**src/rtl/fb_write_arbiter.sv**
```systemverilog
// Framebuffer write-port arbiter: shares the single 64x64 RGB444 write port
// between two pixel requesters and sequences a full-screen clear sweep.
module fb_write_arbiter #(
    parameter logic [11:0] DEFAULT_CLEAR = 12'h000
) (
    input  logic        clk,
    input  logic        reset,
    input  logic        clear_start,
    input  logic [11:0] clear_color,
    output logic        clear_busy,
    input  logic        a_valid,
    input  logic [5:0]  a_x,
    input  logic [5:0]  a_y,
    input  logic [11:0] a_color,
    output logic        a_ready,
    input  logic        b_valid,
    input  logic [5:0]  b_x,
    input  logic [5:0]  b_y,
    input  logic [11:0] b_color,
    output logic        b_ready,
    output logic        write_en,
    output logic [5:0]  write_x,
    output logic [5:0]  write_y,
    output logic [11:0] pixel_color
);

    localparam int unsigned CNT_W = 12;
    localparam int unsigned XY_W  = 6;
    localparam int unsigned COL_W = 12;

    localparam logic [0:0] ST_ARB   = 1'b0;
    localparam logic [0:0] ST_CLEAR = 1'b1;

    localparam logic [CNT_W-1:0] CNT_LAST = {CNT_W{1'b1}};

    logic [0:0]       state, state_nxt;
    logic [CNT_W-1:0] cnt, cnt_nxt;
    logic             last_b, last_b_nxt;
    logic [COL_W-1:0] clr_col, clr_col_nxt;
    logic             we_nxt;
    logic [XY_W-1:0]  x_nxt, y_nxt;
    logic [COL_W-1:0] col_nxt;
    logic             busy_nxt;
    logic             grant_a, grant_b;

    // Round-robin grant: the requester not served last wins a tie; a clear request blocks both
    always_comb begin
        grant_a = 1'b0;
        grant_b = 1'b0;
        if (state == ST_ARB && !clear_start) begin
            grant_a = a_valid && (!b_valid || last_b);
            grant_b = b_valid && (!a_valid || !last_b);
        end
    end

    assign a_ready = grant_a;
    assign b_ready = grant_b;

    // Next-state and next-output logic for arbitration and the clear sweep
    always_comb begin
        state_nxt   = state;
        cnt_nxt     = cnt;
        last_b_nxt  = last_b;
        clr_col_nxt = clr_col;
        we_nxt      = 1'b0;
        x_nxt       = write_x;
        y_nxt       = write_y;
        col_nxt     = pixel_color;

        if (state == ST_CLEAR) begin
            we_nxt  = 1'b1;
            x_nxt   = cnt[XY_W-1:0];
            y_nxt   = cnt[CNT_W-1:XY_W];
            col_nxt = clr_col;
            cnt_nxt = cnt + CNT_W'(1);
            if (cnt == CNT_LAST) begin
                state_nxt = ST_ARB;
            end
        end else if (clear_start) begin
            state_nxt   = ST_CLEAR;
            cnt_nxt     = '0;
            clr_col_nxt = clear_color;
        end else if (grant_a) begin
            we_nxt     = 1'b1;
            x_nxt      = a_x;
            y_nxt      = a_y;
            col_nxt    = a_color;
            last_b_nxt = 1'b0;
        end else if (grant_b) begin
            we_nxt     = 1'b1;
            x_nxt      = b_x;
            y_nxt      = b_y;
            col_nxt    = b_color;
            last_b_nxt = 1'b1;
        end

        busy_nxt = (state_nxt == ST_CLEAR);
    end

    // State and output registers
    always_ff @(posedge clk or posedge reset) begin
        if (reset) begin
            state       <= ST_ARB;
            cnt         <= '0;
            last_b      <= 1'b1;
            clr_col     <= DEFAULT_CLEAR;
            clear_busy  <= 1'b0;
            write_en    <= 1'b0;
            write_x     <= '0;
            write_y     <= '0;
            pixel_color <= '0;
        end else begin
            state       <= state_nxt;
            cnt         <= cnt_nxt;
            last_b      <= last_b_nxt;
            clr_col     <= clr_col_nxt;
            clear_busy  <= busy_nxt;
            write_en    <= we_nxt;
            write_x     <= x_nxt;
            write_y     <= y_nxt;
            pixel_color <= col_nxt;
        end
    end

endmodule

```
**config.mk**
```make
export PLATFORM = sky130hd
export DESIGN_NAME = fb_write_arbiter
export DESIGN_NICKNAME = d
export VERILOG_FILES = /design/src/rtl/fb_write_arbiter.sv
export SDC_FILE = /design/constraint.sdc
export NUM_CORES = 1
export LEC_CHECK = 0
export CAP_MARGIN = 20
export CELL_PAD_IN_SITES_DETAIL_PLACEMENT = 1
export CELL_PAD_IN_SITES_GLOBAL_PLACEMENT = 1
export CORE_MARGIN = 1
export CORE_UTILIZATION = 37
export CTS_BUF_LIST = sky130_fd_sc_hd__clkbuf_16
export CTS_CLUSTER_SIZE = 30
export DETAILED_ROUTE_END_ITERATION = 8
export HOLD_SLACK_MARGIN = 0.06
export PLACE_DENSITY_LB_ADDON = 0.1
export SLEW_MARGIN = 20
export SYNTH_ARGS = -nofsm -noshare
export SYNTH_HDL_FRONTEND = slang
export SYNTH_SLANG_ARGS = --single-unit
```
**constraint.sdc**
```tcl
create_clock -name clk -period 2.45 [get_ports clk]
set_input_delay 0.49 -clock clk [delete_from_list [all_inputs] [get_ports clk]]
set_output_delay 0.49 -clock clk [all_outputs]
set_load 0.01 [all_outputs]
```
Word-level counts from Yosys, hierarchy flattened
Cells that the tools add are included.
W data, S select, Z words.
- $add $sub $neg: 1
- equal/unequal tests: 2
- multiplexer cells: 25
- bitwise gates (word level): 2
- reduce and logical (&&, ||, !) cells: 15
- operators by type and width (kind ; number):
    $mux W12 ; 6
    $mux W6 ; 8
    $add A12 B1 Y12 const B ; 1
    $eq A12 B12 Y1 const B ; 1
    $mux W1 ; 11
    $logic_not A1 Y1 ; 4
    $reduce_and A2 Y1 ; 2
    $reduce_bool A2 Y1 ; 2
    $logic_and A1 B1 Y1 ; 3
    $reduce_and A3 Y1 ; 1
    $reduce_bool A3 Y1 ; 1
    $logic_or A1 B1 Y1 ; 2
    $ne A2 B1 Y1 const B ; 1
    $not A1 Y1 ; 2
- bits in registers: 51
- input bits: 65
- output and inout port bits: 28
- logic and storage cells: 53

Depth between registers and ports, before layout
- depth after elaboration: 8
- mapped depth: 6
- depth with buffers taken out: 4

Worst setup path before layout
OpenSTA, ideal clock, no wires.
- path kind: input -> output
- start: input port a_valid
- end: output port a_ready
- arrival: 1.205 ns
- data required time: 1.960 ns
- slack: 0.755 ns
- stages on the path: 4
- path buffers: 2
- cells stage by stage: nor3b_4 > and2_1 > buf_4 > buf_6
- cells in the longest elaborated chain, start to end: 2
- ends and longest elaborated chain (item ; RTL line ; text):
    start, declared ; 11 ; input logic a_valid,
    $logic_and A1 B1 Y1 ; 51 ; grant_a = a_valid && (!b_valid || last_b);
    $mux W1 ; 50 ; if (state == ST_ARB && !clear_start) begin
    end, declared ; 15 ; output logic a_ready,
Every way passes these cells.

Final worst setup path
- start: input port clear_start
- end: output port b_ready
- cells in the longest elaborated chain, start to end: 3
- ends and longest elaborated chain (item ; RTL line ; text):
    start, declared ; 8 ; input logic clear_start,
    $logic_not A1 Y1 ; 50 ;
    $logic_and A1 B1 Y1 ; 50 ;
    $mux W1 ; 50 ;
    end, declared ; 20 ; output logic b_ready,
Every way passes these cells.

==> metrics <==
power per cell area 705 nW/um^2; leading area contributor after synthesis dfrtp_1; Cell Rows 31; critical-path cell with the highest stage delay clkdlybuf4s50_1; Syn Std Cell Area 2790 um^2; Residual DRC 0; final period utilization 90.6%; Seq cells post-synth 51; Seq/Total Area, Yosys a little under half; skew final about 0.003 ns; CP max FO 5; CP Cell Sequence clkdlybuf4s50_1, buf_4, nor2_4, nand2_1, a21oi_1, dlygate4sd2_1; # port buffers 92; TritonCTS clock tree yes; Leakage 1.67 nW; H-tree depth 2; endpoints failing setup 0; Final Cell Area roughly 4000 um^2; vias in the first global route around 2800; VDD IR-drop max about 0.27 mV; Root Driver clkbuf_16; Post-DP HPWL 5960 um; status complete, no violations; Layout area overhead 42.4%; Avg WL per Cell 17.7 um; # nets final 444; crit start category primary input; post-route ant nets 0; Finished Layout Cells 478; 1st-iter DRT viols 52; Commonest cells post-synth dfrtp_1, nand2_1, nand3_1; fin. max-slew vios 0; crit path kind in2out; Die Wd 88.9 um; R2R Path Start state; GRT Total Usage 23.7%; Initial Util 38.3%; worst slew pin tran 0.914 ns; Sinks on Clock Net 51; Slew HR 39.0%; I/O pin count 93; Core Region 7290 um^2; Avg Vias per Cell 5.39; reg2reg setup slack 0.55 ns; clk slew on worst S/H paths 0.06 ns; Post-Syn Nets around 350; Num CTS Buffers 5; global-route met1 utilization 30.5%; fraction of final layout cells sized beyond drive strength 1 about an eighth; syn avg cell area 9.73 um^2; initial antenna violation count 0; top cell type's share of synthesized area 44.8%; worst skew pair latency between 0.2 and 0.3 ns; RSZ-0062 raised after global routing no; Req. time, crit path ~2 ns; RePlAce Congestion 0.719; drt total wl 8460 um; CP max stage delay between 0.4 and 0.5 ns; minimum clock period around 2.2 ns; gr busiest metal met2; FFs w/ async S/R, synth 100%; via count 2577; n_diodes 0; grt ovf 0; M2 GR Usage 40.7%; Post-synth EDFFs 0; pin count of the biggest net entering global routing 32; first-pass iteration count of the detailed router 4; post-synthesis cell type count 37; fmax 450 MHz; die extent in y 88.9 um; crit end category output pin; Worst Setup SP clear_start; Critical Path AT roughly 1.7 ns; setup bufs post-CTS 0; Final Hold Vio Count 0; max-capacitance violation count 0; Min-Delay Path Class in2async; Synth Warn # 0; most frequent cell after synthesis dfrtp_1; Synth Instances 287; Synth area leaders dfrtp_1, o311ai_2, nand2_1; first-pass GRT wire length 14100 um; DP Cell Count 470; routing usage on met3 4.94%; utilization after layout 54.5%; Synth Flop Type dfrtp_1; area post-placement roughly 3800 um^2; die footprint 7900 um^2; CTS max path bufs 2
-- report_power, final --
part,switching (mW),leakage (nW),internal [mW]
sequential,0.193,0.620,1.05
combinational,0.383,0.977,0.512
clock,0.300,0.0701,0.369
-- state kept, by name (all words and copies together) (netlist names) --
register     flops
state            1
write_en         1
write_y          6
write_x          6
cnt             12
last_b           1
clr_col         12
pixel_color     12
-- cells by family after synthesis --
family | count (synthesis) | synth area share [%]
multiplexers | 4 | 1.43
AND/OR/NAND/NOR | 112 | 20.7
adder cells (fa/ha/maj) | 1 | 0.448
flip-flops | 51 | 45.7
AO/OA/AOI/OAI | 70 | 23.6
buffers and inverters | 49 | 8.15
-- critical path: cells and delay by family --
family,cells,cell delay (ns)
buffers and inverters,3,0.93
AOI/OAI and AO/OA,1,0.13
and+or+nand+nor,2,0.17
-- layout by cell type, fill, tap and decap left out, drive strengths merged, types with 2 or more instances in the layout --
cell           count
mux2i              4
clkdlybuf4s50     90
dfrtp             50
o311ai            26
nor2b              3
nand2b             2
nand3             28
and2              24
clkinv             2
a21oi              6
nand4              3
nor4               2
buf               14
nand2             45
o41ai              3
inv               28
o21ai              5
a31oi             24
clkbuf             5
-- final timing paths --
kind | to | cells after the start
worst max-delay path | b_ready | 6
worst min-delay path | clr_col[2] | 2
worst max register to register | cnt[8] | 4
worst min register to register | clr_col[4] | 2
max in group asynchronous | last_b | 3
min in group clk | clr_col[4] | 2
-- metal layers --
layer  wire [um]  vias to the layer above
li1            -                     1209
met1        3610                     1301
met2        4390                       58
met3         373                        9
met4          91                        0
met5           0                        -
-- cell type report --
cell class / count / area [um^2]
fillers: 866 / 3320
multi-input cells: 187 / 1300
flip-flops and latches: 51 / 1280
repair buffers: 106 / 1040
clock buffers: 5 / 125
well taps: 99 / 124
inverters: 27 / 101
clock inverters: 3 / 11.3
-- repair_timing --
item / in CTS / in global routing
pin swaps: 0 / 0
hold buffers: 0 / 0
gates resized for setup: 2 / 1
endpoints found under the setup margin: 2 / 1
-- metrics by stage --
stage / setup TNS, ns / total power, mW / setup WS [ns] / hold WS (ns)
floorplan: 0 / 1.70 / 0.732 / 0.437
global placement: -0.0103 / 2.12 / -0.0103 / 0.451
detailed placement: -0.0488 / 2.15 / -0.0488 / 0.456
CTS: 0 / 2.83 / 0.0352 / 0.380
global route: 0 / 2.99 / 0.151 / 0.399
finish: 0 / 2.81 / 0.230 / 0.380
No activity file was read; power rests on OpenSTA's default activity.
